## config.mk

```make
export PLATFORM = sky130hd
export DESIGN_NAME = bsg_vscale_mem_port_arbiter
export DESIGN_NICKNAME = d
export VERILOG_FILES = /design/src/rtl/bsg_vscale_mem_port_arbiter.sv
export SDC_FILE = /design/constraint.sdc
export NUM_CORES = 1
export LEC_CHECK = 0
export CORE_AREA = 4 4 120 122
export CTS_CLUSTER_SIZE = 28
export DETAILED_ROUTE_END_ITERATION = 12
export DIE_AREA = 0 0 124 126
export HOLD_SLACK_MARGIN = 0.15
export MAX_ROUTING_LAYER = met4
export PLACE_DENSITY_LB_ADDON = 0.05
export SLEW_MARGIN = 25
export SYNTH_ARGS = -nofsm -noshare
export SYNTH_HDL_FRONTEND = slang
export SYNTH_SLANG_ARGS = --single-unit
```

## constraint.sdc

```tcl
create_clock -name clk_i -period 4 [get_ports clk_i]
set_input_delay 0.4 -clock clk_i [delete_from_list [all_inputs] [get_ports clk_i]]
set_output_delay 0.4 -clock clk_i [all_outputs]
set_load 0.02 [all_outputs]
```

## src/rtl/bsg_vscale_mem_port_arbiter.sv

```systemverilog
// Two-requester (fetch/data) memory port arbiter with round-robin grant, a grant
// lock while downstream stalls, and an in-order tag FIFO that routes responses back.
module bsg_vscale_mem_port_arbiter #(
  parameter int addr_width_p = 32,
  parameter int data_width_p = 32,
  parameter int els_p        = 2
) (
  input  logic                                clk_i,
  input  logic                                reset_n_i,
  input  logic [1:0]                          up_v_i,
  input  logic [1:0]                          up_w_i,
  input  logic [1:0][addr_width_p-1:0]        up_addr_i,
  input  logic [1:0][data_width_p-1:0]        up_data_i,
  input  logic [1:0][(data_width_p>>3)-1:0]   up_mask_i,
  output logic [1:0]                          up_yumi_o,
  output logic [1:0]                          up_v_o,
  output logic [1:0][data_width_p-1:0]        up_data_o,
  output logic                                down_v_o,
  output logic                                down_w_o,
  output logic [addr_width_p-1:0]             down_addr_o,
  output logic [data_width_p-1:0]             down_data_o,
  output logic [(data_width_p>>3)-1:0]        down_mask_o,
  input  logic                                down_yumi_i,
  input  logic                                down_v_i,
  input  logic [data_width_p-1:0]             down_data_i,
  output logic [$clog2(els_p+1)-1:0]          outstanding_o
);

  localparam int cnt_width_lp = $clog2(els_p+1);
  localparam int ptr_width_lp = (els_p > 1) ? $clog2(els_p) : 1;
  localparam logic [ptr_width_lp-1:0] ptr_last_lp = ptr_width_lp'(els_p-1);
  localparam logic [cnt_width_lp-1:0] cnt_full_lp = cnt_width_lp'(els_p);

  logic                    last_grant_r;
  logic                    lock_r;
  logic                    lock_id_r;
  logic [cnt_width_lp-1:0] count_r;
  logic [ptr_width_lp-1:0] wptr_r;
  logic [ptr_width_lp-1:0] rptr_r;
  logic                    tag_mem [els_p];

  logic grant;
  logic consume;
  logic pop;
  logic fifo_empty;
  logic head_tag;
  logic empty_resp_err;

  function automatic logic [ptr_width_lp-1:0] next_ptr(input logic [ptr_width_lp-1:0] p);
    return (p == ptr_last_lp) ? '0 : p + 1'b1;
  endfunction

  // A stalled request keeps the grant; otherwise ties go to whoever was not served last.
  // NOTE: every signal assigned in always_comb gets a default first so no latch is inferred.
  always_comb begin
    grant = 1'b0;
    if (lock_r)
      grant = lock_id_r;
    else if (&up_v_i)
      grant = ~last_grant_r;
    else if (up_v_i[1])
      grant = 1'b1;
  end

  assign fifo_empty = (count_r == '0);
  assign head_tag   = tag_mem[rptr_r];

  assign down_v_o    = reset_n_i & up_v_i[grant] & (count_r < cnt_full_lp);
  assign down_w_o    = up_w_i[grant];
  assign down_addr_o = up_addr_i[grant];
  assign down_data_o = up_data_i[grant];
  assign down_mask_o = up_mask_i[grant];

  assign consume   = down_v_o & down_yumi_i;
  assign up_yumi_o = consume ? (grant ? 2'b10 : 2'b01) : 2'b00;

  // A response with nothing outstanding (e.g. after a reset mid-transaction) is dropped.
  assign pop            = reset_n_i & down_v_i & ~fifo_empty;
  assign empty_resp_err = reset_n_i & down_v_i & fifo_empty;
  assign up_v_o         = pop ? (head_tag ? 2'b10 : 2'b01) : 2'b00;
  assign up_data_o[0]   = down_data_i;
  assign up_data_o[1]   = down_data_i;

  assign outstanding_o = count_r;

  // NOTE: sequential state uses non-blocking assignments so every register samples pre-edge values.
  always_ff @(posedge clk_i) begin
    if (!reset_n_i) begin
      last_grant_r <= 1'b0;
      lock_r       <= 1'b0;
      lock_id_r    <= 1'b0;
      count_r      <= '0;
      wptr_r       <= '0;
      rptr_r       <= '0;
    end else begin
      if (consume)
        last_grant_r <= grant;

      if (down_yumi_i) begin
        lock_r <= 1'b0;
      end else if (down_v_o) begin
        lock_r    <= 1'b1;
        lock_id_r <= grant;
      end

      if (consume)
        wptr_r <= next_ptr(wptr_r);
      if (pop)
        rptr_r <= next_ptr(rptr_r);

      case ({consume, pop})
        2'b10:   count_r <= count_r + 1'b1;
        2'b01:   count_r <= count_r - 1'b1;
        default: count_r <= count_r;
      endcase
    end
  end

  // NOTE: the tag storage is not reset; only entries between the pointers are ever read.
  always_ff @(posedge clk_i) begin
    if (consume)
      tag_mem[wptr_r] <= grant;
  end

`ifndef SYNTHESIS
  always_ff @(posedge clk_i) begin
    if (reset_n_i) begin
      if (lock_r)
        assert (up_v_i[lock_id_r])
          else $error("bsg_vscale_mem_port_arbiter: locked requester %0d dropped valid", lock_id_r);
      assert ($onehot0(up_yumi_o))
        else $error("bsg_vscale_mem_port_arbiter: more than one yumi asserted");
      if (empty_resp_err)
        $warning("bsg_vscale_mem_port_arbiter: downstream response with no outstanding request dropped");
    end
  end
`endif

endmodule
```

==> out/metrics.csv <==
metric,value,unit
status,"finished, final reports clean",
clk buf depth,2,
VDD IR max,0.1045,mV
fillers,1368,
Setup TNS,0,ns
Seq cells post-synth,10,
TritonCTS Sinks,10,
Internal Power,612.8,uW
worst-margin pin slew,0.3849,ns
HPWL after DPL,8.348,mm
clock share of power,0.195,
Slew HR,0.7434,
TritonCTS buffer count,3,
WHS Path Cells,2,
area growth from synthesis to layout,89.57,%
class of the most critical hold timing path,flop to flop,
Syn Area/Cell,11.00,sq um
# resized after CTS,0,
clock skew,0.0004094,ns
Leak,1.699,nW
first-pass GRT wire length,12.49,mm
"Req. time, crit path",3.60,ns
sequential area share after synthesis,0.1032,
vias in the first global route,1945,
vias,1860,
syn_nets,371,
library cells used by synthesis,29,
TritonCTS clock tree,yes,
"Warnings, synthesis",0,
Gate Count Post-Synth,194,
DRT iter0 DRCs,29,
multi-input logic area,1282,sq um
critical path capture point type,output port,
pins over their slew limit,0,
die area,15620,sq um
Root Buffer Master,clkbuf_16,
RePlAce Congestion,0.8006,
Sw Ratio,0.3054,
FF+latch area,220.2,sq um
Chip Width,124,microns
worst-path fanout max,34,
R2R depth,6,
final setup vio count,0,
RSZ-0062 raised after global routing,no,
Worst Path Arrival,2.67,ns
largest net degree at the start of global routing,35,
kind of critical path,input pin to output port,
Port Buffer Count,219,
fin crit share,0.7673,
layout cells sized above 1,0.2174,
switching pwr,269.5,uW
fmax,325.8,MHz
core area,13190,sq um
CP Launch Type,input pin,
post-DR wirelength/cell,18.01,microns
Max-Cap Viols,0,
Seq pwr share,0.137,
die height,126,microns
Routed Antenna Nets,0,
area of the mapped netlist,2135,sq um
Vias per Instance,3.556,
initial antenna violation count,2,
DR pass1 iterations,4,
H-tree depth,1,
latest clock arrival within the worst-skew pair,0.23,ns
WL final,9.417,mm
DRC,0,
pwr/cell area,218.0,nW/um^2
Final Hold Fails,0,
Ports,316,
nets@finish,524,
GR Util All Layers,0.1090,
Starting Density,0.1618,
remaining global-route overflow,0,
hold-fix buffers at CTS,0,
combinational power share,0.668,
Final Util,0.3068,
Post-CTS Setup Bufs,0,
crit path time final,3.069,ns
Worst-path clk slew,0.04,ns
Rows,42,
[Yosys cell counts, drive strengths merged]
| master | count | area, sq um |
|---|---|---|
| buf | 73 | 628.1 |
| mux2 | 69 | 1025 |
| dfxtp | 8 | 160.2 |
| nand2 | 7 | 26.28 |
| mux2i | 4 | 40.04 |
| nor2 | 4 | 15.01 |
| and2 | 3 | 18.77 |
| inv | 3 | 11.26 |
| xnor2 | 3 | 26.28 |
| edfxtp | 2 | 60.06 |
| nand2b | 2 | 12.51 |
| nor3 | 2 | 10.01 |
| o21ai | 2 | 10.01 |
| a21boi | 1 | 7.510 |
| a21o | 1 | 7.510 |
| a21oi | 1 | 5.000 |
| and3 | 1 | 6.260 |
| and3b | 1 | 8.760 |
| ha | 1 | 12.51 |
| nor2b | 1 | 6.260 |
| nor4 | 1 | 6.260 |
| o211a | 1 | 10.01 |
| o211ai | 1 | 7.510 |
| o21a | 1 | 7.510 |
| or3 | 1 | 6.260 |
[path summary, 6_finish.rpt]
path                                                 from                       endpoint  slack [ns]
worst max-delay path                            up_v_i[0]                down_data_o[19]        0.93
worst min-delay path            last_grant_r$_SDFFE_PN0N_      last_grant_r$_SDFFE_PN0N_        0.48
worst max register to register        lock_r$_SDFFE_PP0N_  outstanding_o[1]$_SDFFE_PN0P_        2.02
worst min register to register  last_grant_r$_SDFFE_PN0N_      last_grant_r$_SDFFE_PN0N_        0.48
[through the flow]
stage | worst slack (ns) | instances | hold WS [ns] | total power [mW] | instance area [sq um]
floorplan | 2.133 | 194 | 0.4388 | 0.5226 | 2135
global placement | 0.8937 | 518 | 0.4606 | 0.7238 | 3966
finish | 0.9308 | 523 | 0.4827 | 0.8823 | 4046
detailed placement | 0.9086 | 518 | 0.4739 | 0.7189 | 3966
global route | 0.8241 | 523 | 0.5003 | 0.9298 | 4046
CTS | 0.9076 | 521 | 0.4885 | 0.8944 | 4041
[cell type report]
type	instances	share of cell area
multi-input cells	108	0.3169
well taps	176	0.05442
flip-flops and latches	10	0.05442
repair buffers	221	0.5516
inverters	3	0.002783
clock buffers	3	0.01855
diodes	2	0.001237
[worst max-delay path, stage by stage]
cell	delay, ns
clkdlybuf4s50_1	0.50
nand2_1	0.06
nand2_1	0.08
o21a_4	0.37
buf_12	0.30
mux2_2	0.37
clkdlybuf4s50_1	0.54
[flip-flops by register name (all words and copies together), names as in the netlist, named ones only]
signal	count
outstanding_o	2
tag_mem	2
last_grant_r	1
lock_id_r	1
lock_r	1
rptr_r	1
wptr_r	1
[cell families (layout without fill, tap and decap cells)]
family | Yosys count | in the layout | synth area share
multiplexers | 73 | 73 | 0.4988
other | 0 | 2 | 0
adder cells (fa/ha/maj) | 1 | 1 | 0.005861
AND/OR/NAND/NOR | 23 | 23 | 0.05452
AO/OA/AOI/OAI | 8 | 8 | 0.02579
buffers and inverters | 76 | 227 | 0.2995
XOR/XNOR | 3 | 3 | 0.01231
flip-flops | 10 | 10 | 0.1032
[placed cells by master (no fill, tap or decap), drive strengths merged]
cell,Yosys,routed
clkdlybuf4s50,0,219
mux2,69,69
dfxtp,8,8
nand2,7,7
mux2i,4,4
nor2,4,4
inv,3,3
xnor2,3,3
and2,3,3
clkbuf,0,3
diode,0,2
nand2b,2,2
nor3,2,2
o21ai,2,2
buf,73,2
edfxtp,2,2
o21a,1,1
a21o,1,1
and3b,1,1
o211ai,1,1
nor2b,1,1
a21oi,1,1
and3,1,1
o211a,1,1
nor4,1,1
or3,1,1
a21boi,1,1
ha,1,1
[layer usage]
layer | vias up | track usage | routed length, microns
met5 | - | - | 0
met4 | 0 | 0.01933 | 60
met3 | 9 | 0.04215 | 1240
met2 | 131 | 0.2049 | 4893
met1 | 814 | 0.1056 | 3222
li1 | 906 | - | -
[power groups by stage]
| stage | logic [mW] | registers (mW) | clock network [mW] |
|---|---|---|---|
| after global routing | 0.622 | 0.122 | 0.185 |
| final | 0.589 | 0.121 | 0.172 |
| after global placement | 0.602 | 0.122 | 0 |
| after floorplan | 0.400 | 0.123 | 0 |
| after detailed placement | 0.597 | 0.122 | 0 |
| after CTS | 0.598 | 0.121 | 0.175 |
Note: power is estimated with default switching activity, not from simulation.
